===== src/rtl/mips_isa_pkg.sv =====
// Shared MIPS subset definitions: mnemonic codes, opcode/funct values,
// instruction field positions and the loader FSM state encoding.
package mips_isa_pkg;

    localparam logic [3:0] MN_ADD     = 4'd0;
    localparam logic [3:0] MN_SUB     = 4'd1;
    localparam logic [3:0] MN_AND     = 4'd2;
    localparam logic [3:0] MN_OR      = 4'd3;
    localparam logic [3:0] MN_XOR     = 4'd4;
    localparam logic [3:0] MN_SLT     = 4'd5;
    localparam logic [3:0] MN_J       = 4'd6;
    localparam logic [3:0] MN_SW      = 4'd7;
    localparam logic [3:0] MN_LW      = 4'd8;
    localparam logic [3:0] MN_ADDI    = 4'd9;
    localparam logic [3:0] MN_SLTI    = 4'd10;
    localparam logic [3:0] MN_ANDI    = 4'd11;
    localparam logic [3:0] MN_ORI     = 4'd12;
    localparam logic [3:0] MN_BEQ     = 4'd13;
    localparam logic [3:0] MN_BNE     = 4'd14;
    localparam logic [3:0] MN_ILLEGAL = 4'd15;

    localparam logic [5:0] OP_RTYPE = 6'b000000;
    localparam logic [5:0] OP_J     = 6'b000010;
    localparam logic [5:0] OP_SW    = 6'b101011;
    localparam logic [5:0] OP_LW    = 6'b100011;
    localparam logic [5:0] OP_ADDI  = 6'b001000;
    localparam logic [5:0] OP_SLTI  = 6'b001010;
    localparam logic [5:0] OP_ANDI  = 6'b001100;
    localparam logic [5:0] OP_ORI   = 6'b001101;
    localparam logic [5:0] OP_BEQ   = 6'b000100;
    localparam logic [5:0] OP_BNE   = 6'b000101;

    localparam logic [5:0] FN_ADD = 6'b100000;
    localparam logic [5:0] FN_SUB = 6'b100010;
    localparam logic [5:0] FN_AND = 6'b100100;
    localparam logic [5:0] FN_OR  = 6'b100101;
    localparam logic [5:0] FN_XOR = 6'b100110;
    localparam logic [5:0] FN_SLT = 6'b101010;

    localparam int OP_LSB    = 26;
    localparam int RS_LSB    = 21;
    localparam int RT_LSB    = 16;
    localparam int RD_LSB    = 11;
    localparam int FUNCT_LSB = 0;
    localparam int IMM_LSB   = 0;
    localparam int TGT_LSB   = 0;

    typedef enum logic [1:0] {
        ST_IDLE  = 2'd0,
        ST_LOAD  = 2'd1,
        ST_WRITE = 2'd2,
        ST_DONE  = 2'd3
    } state_e;

    typedef enum logic [1:0] {
        FMT_R   = 2'd0,
        FMT_I   = 2'd1,
        FMT_J   = 2'd2,
        FMT_BAD = 2'd3
    } fmt_e;

    // Mnemonic codes are grouped by format, so ranges classify them.
    function automatic fmt_e mnem_fmt(input logic [3:0] m);
        if (m <= MN_SLT) return FMT_R;
        if (m == MN_J)   return FMT_J;
        if (m <= MN_BNE) return FMT_I;
        return FMT_BAD;
    endfunction

endpackage


===== src/rtl/instr_encode.sv =====
// Combinational encoder: symbolic request -> 32-bit MIPS word plus legality.
module instr_encode
    import mips_isa_pkg::*;
(
    input  logic [3:0]  mnem,
    input  logic [4:0]  rs,
    input  logic [4:0]  rt,
    input  logic [4:0]  rd,
    input  logic [15:0] imm,
    input  logic [25:0] target,
    output logic [31:0] word,
    output logic        legal
);

    logic [5:0] op;
    logic [5:0] funct;
    fmt_e       fmt;

    always_comb begin
        op    = OP_RTYPE;
        funct = '0;
        case (mnem)
            MN_ADD:  funct = FN_ADD;
            MN_SUB:  funct = FN_SUB;
            MN_AND:  funct = FN_AND;
            MN_OR:   funct = FN_OR;
            MN_XOR:  funct = FN_XOR;
            MN_SLT:  funct = FN_SLT;
            MN_J:    op = OP_J;
            MN_SW:   op = OP_SW;
            MN_LW:   op = OP_LW;
            MN_ADDI: op = OP_ADDI;
            MN_SLTI: op = OP_SLTI;
            MN_ANDI: op = OP_ANDI;
            MN_ORI:  op = OP_ORI;
            MN_BEQ:  op = OP_BEQ;
            MN_BNE:  op = OP_BNE;
            default: op = OP_RTYPE;
        endcase
    end

    // Fields a format does not use stay zero whatever the request carries.
    always_comb begin
        fmt   = mnem_fmt(mnem);
        legal = (fmt != FMT_BAD);
        word  = '0;
        case (fmt)
            FMT_R: begin
                word[RS_LSB +: 5]    = rs;
                word[RT_LSB +: 5]    = rt;
                word[RD_LSB +: 5]    = rd;
                word[FUNCT_LSB +: 6] = funct;
            end
            FMT_I: begin
                word[OP_LSB +: 6]   = op;
                word[RS_LSB +: 5]   = rs;
                word[RT_LSB +: 5]   = rt;
                word[IMM_LSB +: 16] = imm;
            end
            FMT_J: begin
                word[OP_LSB +: 6]   = op;
                word[TGT_LSB +: 26] = target;
            end
            default: word = '0;
        endcase
    end

endmodule


===== src/rtl/instr_encoder_loader.sv =====
// Load-session FSM: accepts symbolic requests, encodes them and writes the
// words to consecutive instruction-memory addresses, one word per 2 cycles.
module instr_encoder_loader
    import mips_isa_pkg::*;
#(
    parameter int ADDR_W = 8
)(
    input  logic              clk,
    input  logic              rst,
    input  logic              start,
    input  logic [ADDR_W-1:0] base_addr,
    input  logic              finish,
    input  logic              in_valid,
    output logic              in_ready,
    input  logic [3:0]        in_mnem,
    input  logic [4:0]        in_rs,
    input  logic [4:0]        in_rt,
    input  logic [4:0]        in_rd,
    input  logic [15:0]       in_imm,
    input  logic [25:0]       in_target,
    output logic              mem_we,
    output logic [ADDR_W-1:0] mem_addr,
    output logic [31:0]       mem_wdata,
    output logic              busy,
    output logic [ADDR_W:0]   count,
    output logic              full,
    output logic              err,
    output logic              done
);

    localparam logic [ADDR_W-1:0] LAST_ADDR = '1;
    localparam logic [ADDR_W-1:0] PTR_ONE   = {{(ADDR_W-1){1'b0}}, 1'b1};
    localparam logic [ADDR_W:0]   CNT_ONE   = {{ADDR_W{1'b0}}, 1'b1};

    state_e            state_q, state_d;
    logic [ADDR_W-1:0] ptr_q, ptr_d;
    logic [ADDR_W-1:0] mem_addr_q, mem_addr_d;
    logic [31:0]       mem_wdata_q, mem_wdata_d;
    logic [ADDR_W:0]   count_q, count_d;
    logic              full_q, full_d;
    logic              err_q, err_d;
    logic [31:0]       enc_word;
    logic              enc_legal;

    instr_encode u_encode (
        .mnem   (in_mnem),
        .rs     (in_rs),
        .rt     (in_rt),
        .rd     (in_rd),
        .imm    (in_imm),
        .target (in_target),
        .word   (enc_word),
        .legal  (enc_legal)
    );

    always_comb begin
        state_d     = state_q;
        ptr_d       = ptr_q;
        mem_addr_d  = mem_addr_q;
        mem_wdata_d = mem_wdata_q;
        count_d     = count_q;
        full_d      = full_q;
        err_d       = err_q;
        in_ready    = 1'b0;
        case (state_q)
            ST_IDLE: begin
                if (start) begin
                    state_d = ST_LOAD;
                    ptr_d   = base_addr;
                    count_d = '0;
                    full_d  = 1'b0;
                    err_d   = 1'b0;
                end
            end
            ST_LOAD: begin
                // finish wins over a pending request; no handshake that cycle.
                in_ready = !finish;
                if (finish) begin
                    state_d = ST_DONE;
                end else if (in_valid) begin
                    if (enc_legal) begin
                        mem_wdata_d = enc_word;
                        mem_addr_d  = ptr_q;
                        state_d     = ST_WRITE;
                    end else begin
                        err_d = 1'b1;
                    end
                end
            end
            ST_WRITE: begin
                count_d = count_q + CNT_ONE;
                if (ptr_q == LAST_ADDR) begin
                    full_d  = 1'b1;
                    state_d = ST_DONE;
                end else begin
                    ptr_d   = ptr_q + PTR_ONE;
                    state_d = ST_LOAD;
                end
            end
            ST_DONE: state_d = ST_IDLE;
            default: state_d = ST_IDLE;
        endcase
    end

    always_ff @(posedge clk) begin
        if (rst) begin
            state_q     <= ST_IDLE;
            ptr_q       <= '0;
            mem_addr_q  <= '0;
            mem_wdata_q <= '0;
            count_q     <= '0;
            full_q      <= 1'b0;
            err_q       <= 1'b0;
        end else begin
            state_q     <= state_d;
            ptr_q       <= ptr_d;
            mem_addr_q  <= mem_addr_d;
            mem_wdata_q <= mem_wdata_d;
            count_q     <= count_d;
            full_q      <= full_d;
            err_q       <= err_d;
        end
    end

    // Gating with rst keeps a write from landing while the session is torn down.
    assign mem_we    = (state_q == ST_WRITE) && !rst;
    assign mem_addr  = mem_addr_q;
    assign mem_wdata = mem_wdata_q;
    assign busy      = (state_q != ST_IDLE);
    assign count     = count_q;
    assign full      = full_q;
    assign err       = err_q;
    assign done      = (state_q == ST_DONE);

endmodule


===== config.mk =====
export PLATFORM = sky130hd
export DESIGN_NAME = instr_encoder_loader
export DESIGN_NICKNAME = d
export VERILOG_FILES = /design/src/rtl/mips_isa_pkg.sv /design/src/rtl/instr_encode.sv /design/src/rtl/instr_encoder_loader.sv
export SDC_FILE = /design/constraint.sdc
export NUM_CORES = 1
export LEC_CHECK = 0
export BUFFER_PORTS_ARGS = -buffer_cell sky130_fd_sc_hd__buf_4
export CORE_MARGIN = 10
export CORE_UTILIZATION = 48
export CTS_CLUSTER_SIZE = 10
export DETAILED_ROUTE_END_ITERATION = 8
export PLACE_DENSITY_LB_ADDON = 0.25
export SYNTH_ARGS = -nofsm -noshare
export SYNTH_HDL_FRONTEND = slang
export SYNTH_SLANG_ARGS = --single-unit

===== constraint.sdc =====
create_clock -name clk -period 1.62 [get_ports clk]
set_input_delay 0.162 -clock clk [delete_from_list [all_inputs] [get_ports clk]]
set_output_delay 0.162 -clock clk [all_outputs]
set_load 0.01 [all_outputs]

After elaboration in Yosys (flattened, before gate mapping)

Index checks and enable logic that the tools add are counted.

$add $sub $neg: 2
Order comparisons: 2
Equality and inequality tests: 29
Mux-type cells: 37
Bitwise gates (word level): 1
Reductions and logical operators: 16

Operators with widths:

| kind                                           | count |
|---|---|
| case mux 6 bit (9 select lines)                | 1 |
| case mux 15 bit (3 select lines)               | 1 |
| case mux 6 bit (6 select lines)                | 1 |
| == test 4 bit (second input constant)          | 7 |
| 2-to-1 mux 2 bit                               | 11 |
| case mux 6 bit (3 select lines)                | 1 |
| case mux 9 bit (2 select lines)                | 1 |
| == test 4 x 3 -> 1 bit (second input constant) | 4 |
| 2-to-1 mux 8 bit                               | 2 |
| case mux 8 bit (2 select lines)                | 1 |
| != test 2 bit (second input constant)          | 7 |
| 2-to-1 mux 1 bit                               | 12 |
| case mux 5 bit (2 select lines)                | 1 |
| adder 9 x 1 -> 9 bit (second input constant)   | 1 |
| 2-to-1 mux 9 bit                               | 1 |
| AND reduction 3 bit                            | 3 |
| adder 8 x 1 -> 8 bit (second input constant)   | 1 |
| == test 4 x 2 -> 1 bit (second input constant) | 2 |
| == test 8 bit (second input constant)          | 1 |
| case mux 2 bit (4 select lines)                | 1 |
| == test 2 bit (second input constant)          | 3 |
| 2-to-1 mux 6 bit                               | 1 |
| != test 3 bit (second input constant)          | 2 |
| nonzero test 2 bit                             | 3 |
| other kinds (14)                               | 18 |

Flip-flop bits (word level): 61
Bits of input ports: 74
Output and inout bits: 55

Depth between registers and ports, before layout

Depth after elaboration: 13
Mapped depth: 7
Depth with buffers taken out: 5

Cells and area by module

From an unflattened synthesis, not the netlist that was laid out.

Cells, all modules: 416
Area, all modules: 3,223.1 um^2

Modules (own cells, without submodules):

| module               | instances | cells each | area each (um^2) |
|---|---|---|---|
| instr_encoder_loader | 1         | 319        | 2,507.4 |
| instr_encode         | 1         | 97         | 715.7 |

Worst setup path after synthesis

Ideal clock, no wire load.

Kind: register to register
Start: reg ptr_q[0]
End: reg ptr_q[0]
Setup time: 0.137 ns
Arrival: 1.314 ns
Data required time: 1.483 ns
Path slack: 0.169 ns
Stages on the path, launching flop included: 6
Buffers on the path: 0
Period minus slack after synthesis: 1.451 ns
Cells stage by stage: dfxtp_1 ha_1 and4_1 a21oi_4 mux2i_1 a21oi_1

Longest elaborated chain between the ends: 3
Elaborated cells on any way between the ends: 6

RTL lines:

| what                                                                          | RTL line                                               | source |
|---|---|---|
| start, declared                                                               | instr_encoder_loader.sv:36                             | `logic [ADDR_W-1:0] ptr_q, ptr_d;` |
| start signal, assigned                                                        | instr_encoder_loader.sv:116                            | `ptr_q <= ptr_d;` |
| adder 8 x 1 -> 8 bit / == test 8 bit (equally long branches)                  | instr_encoder_loader.sv:96, instr_encoder_loader.sv:92 |  |
| 2-to-1 mux 8 bit / != test 2 bit (equally long branches)                      | --                                                     |  |
| case mux 8 bit (2 select lines) / AND reduction 3 bit (equally long branches) | --                                                     |  |

Several ways; a longest one is shown, not always the timed one. The select of a mux whose other input is x is not followed.
A chain may end at the register's enable or synchronous reset.

Worst setup path after layout

Start: reg ptr_q[0]
End: reg ptr_q[7]

Same word-level chain as after synthesis.

==> impl_metrics.json <==
{
  "status": "completed",
  "ys_types": 53,
  "grtUsageTotal_pct": 19.0,
  "path_clk_slew_ns": 0.07,
  "max-cap-violations": 0,
  "syn_avg_cell_area_um2": 8.21,
  "setup_ws_ns": 0.0685,
  "syn-num-nets": 440,
  "clock.fmax_ghz": 0.645,
  "crit_path_start_kind": "register",
  "yosys_warnings": 0,
  "end_kind": "register",
  "finalCritPeriodShare_pct": 95.8,
  "grt.overflow.total": 0,
  "boundaryPins": 129,
  "h-tree-depth": 3,
  "ys_seq_area_share_pct": 40.2,
  "async_flop_share_pct": 0,
  "drt_pass1_iterations": 4,
  "fp.dieW_um": 98.9,
  "dieArea_um2": 9780,
  "avgRoutedWirePerCell_um": 17.7,
  "coreArea_um2": 5990,
  "design_area_um2": 4230,
  "critPathKind": "reg2reg",
  "crit_slowest_cell": "dfxtp_1",
  "die_h_um": 98.9,
  "skew_ns": 0.00709,
  "vias_per_cell": 5.70,
  "dp_slack_ns": -0.0995,
  "tightest_slew_ns": 0.948,
  "hp-class": "in2reg",
  "grt_setup_unrepaired": "yes",
  "cts_buffer_depth": 2,
  "period_minus_slack_ns": 1.55,
  "grt_pass1_vias": 3071,
  "antenna_cells": 0,
  "path_cells": "ha_2 -> and4_2 -> a21oi_2 -> buf_4 -> a311oi_1",
  "fin_nets": 565,
  "slew_viol_final": 0,
  "p_leak_nw": 1.79,
  "syn_to_final_growth_pct": 41.4,
  "antenna_found_initial": 0,
  "cts.sinks": 60,
  "start_util_pct": 49.9,
  "postRouteAntennaNets": 0,
  "layout_common_cells": "144 x buf_4, 60 x dfxtp_1, 48 x nor2_1",
  "dpl-instance-area_um2": 4000,
  "yosys.area.top_type": "dfxtp_1",
  "total_power_mw": 3.52,
  "place.gp.congestion": 0.838,
  "first_iter_violations": 200,
  "synth-main-ff-cell": "dfxtp_1",
  "slowest_delay_ns": 0.40,
  "syn_inst": 364,
  "irDropWorstVdd_v": 0.000521,
  "setup_violations": 0,
  "yosysTopAreaCellShare_pct": 40.2,
  "worstPathMaxFanout": 5,
  "dp_hpwl_um": 7470,
  "drive_above_1_share_pct": 36.5,
  "synth_area_leaders": "dfxtp_1 40%, nor2_1 6.0%, a221oi_1 5.0%, a21oi_1 4.7%, nor3_1 4.7%",
  "clk_latency_ns": 0.33,
  "grt_max_degree": 58,
  "grt_first_pass_wirelength_um": 15500,
  "netlist_area_um2": 2990,
  "ys_ff_latch": 60,
  "row_count": 28,
  "hold_violations": 0,
  "fin_setup_tns_ns": 0,
  "reg2reg_slack_ns": 0.07,
  "critPathArrivalTime_ns": 1.79,
  "route.detailed.drc": 0,
  "io_buffers": 127,
  "synth-edff-count": 0,
  "layout_commonest_cell": "buf_4",
  "cts_tree": "built",
  "hold_buffers": 0,
  "drt_wl_total_um": 10000,
  "cts_inserted_buffers": 9,
  "p_per_area_nw_per_um2": 832,
  "vias": 3239,
  "cts_root_buf": "clkbuf_8",
  "cp.required_ns": 1.86,
  "timing.slew.headroom_pct": 36.3
}
flip-flops by register name, summed over array words and instances, names as in the netlist:
signal and flops:
mem_addr 8, count 9, ptr_q 8, err 1
state_q 2, full 1, mem_wdata 31
Yosys cell counts, types with 2 or more instances:
master     count
a211oi_1       8
a211oi_2       3
a21oi_1       28
a221oi_1      17
a222oi_1       5
a22oi_1        4
a2bb2oi_1      2
a311oi_1       2
a31oi_1        3
and2_1         3
and4_1         2
buf_2         12
buf_4          7
clkbuf_1      12
dfxtp_1       60
ha_1           2
inv_1          6
mux2_2         4
nand2_1       36
nand2b_1       4
nand3_1       11
nand4_1        2
nor2_1        48
nor2b_1        3
nor3_1        28
nor4_1         2
o211ai_1       3
o21ai_0       13
or3_1          6
or3b_2         2
xnor2_1        4
kinds of logic (layout without fill, tap and decap cells):
kind of cell,count (synthesis),in the layout,share of synthesized area [%]
buffers and inverters,38,166,6.40
other,1,1,0.125
and+or+nand+nor,154,154,25.3
DFF,60,60,40.2
AOI/OAI and AO/OA,100,101,24.1
muxes,5,5,1.84
xor gates and xnor gates,4,4,1.17
adders and majority gates,2,2,0.837
per-layer routing:
layer / GRT usage (%) / part of all wire (%)
met1: 23.7 / 43
met3: 5.31 / 9.2
met2: 30.6 / 47
met4: 6.28 / 0.99
met5: 0 / 0
power by group:
| group | leakage (nW) | total (mW) | switching [mW] | internal [mW] |
|---|---|---|---|---|
| clock network | 0.0979 | 1.32 | 0.581 | 0.735 |
| registers | 0.487 | 1.58 | 0.0497 | 1.53 |
| logic | 1.21 | 0.618 | 0.307 | 0.311 |
path summary, 6_finish.rpt:
kind                 from          end  cells after the start
max              ptr_q[0]     ptr_q[7]                      5
min reg2reg   mem_addr[7]  mem_addr[7]                      2
min          base_addr[0]     ptr_q[0]                      3
max reg2reg      ptr_q[0]     ptr_q[7]                      5
stage by stage:
stage / instances / hold WS [ns] / util [%]
global route: 568 / 0.104 / 70.6
finish: 568 / 0.104 / 70.6
detailed placement: 550 / 0.443 / 66.8
floorplan: 364 / 0.314 / -
CTS: 565 / 0.0967 / 69.9
global placement: 550 / 0.433 / 66.8
layout make-up:
type | count | area (µm²)
Fill cell | 516 | 1760
Multi-Input combinational cell | 267 | 1620
Sequential cell | 60 | 1200
Timing Repair Buffer | 145 | 1100
Clock buffer | 10 | 138
Tap cell | 75 | 93.8
Clock inverter | 5 | 52.6
Inverter | 6 | 22.5
repair_timing:
action                                 CTS  global route
setup buffers                            0             2
setup endpoints to repair                2            28
endpoints found under the hold margin    0             0
cloned                                   0             1
pin swaps                                1             1
gates resized for setup                  0             4
critical path: cells and delay by family, from the launching register on:
| family | cells | cell delay (ns) |
|---|---|---|
| adder cells (fa/ha/maj) | 1 | 0.25 |
| buffers and inverters | 1 | 0.15 |
| AND/OR/NAND/NOR | 1 | 0.32 |
| flip-flops | 1 | 0.40 |
| AO/OA/AOI/OAI | 2 | 0.33 |
Note: power is estimated with default switching activity, not from simulation.
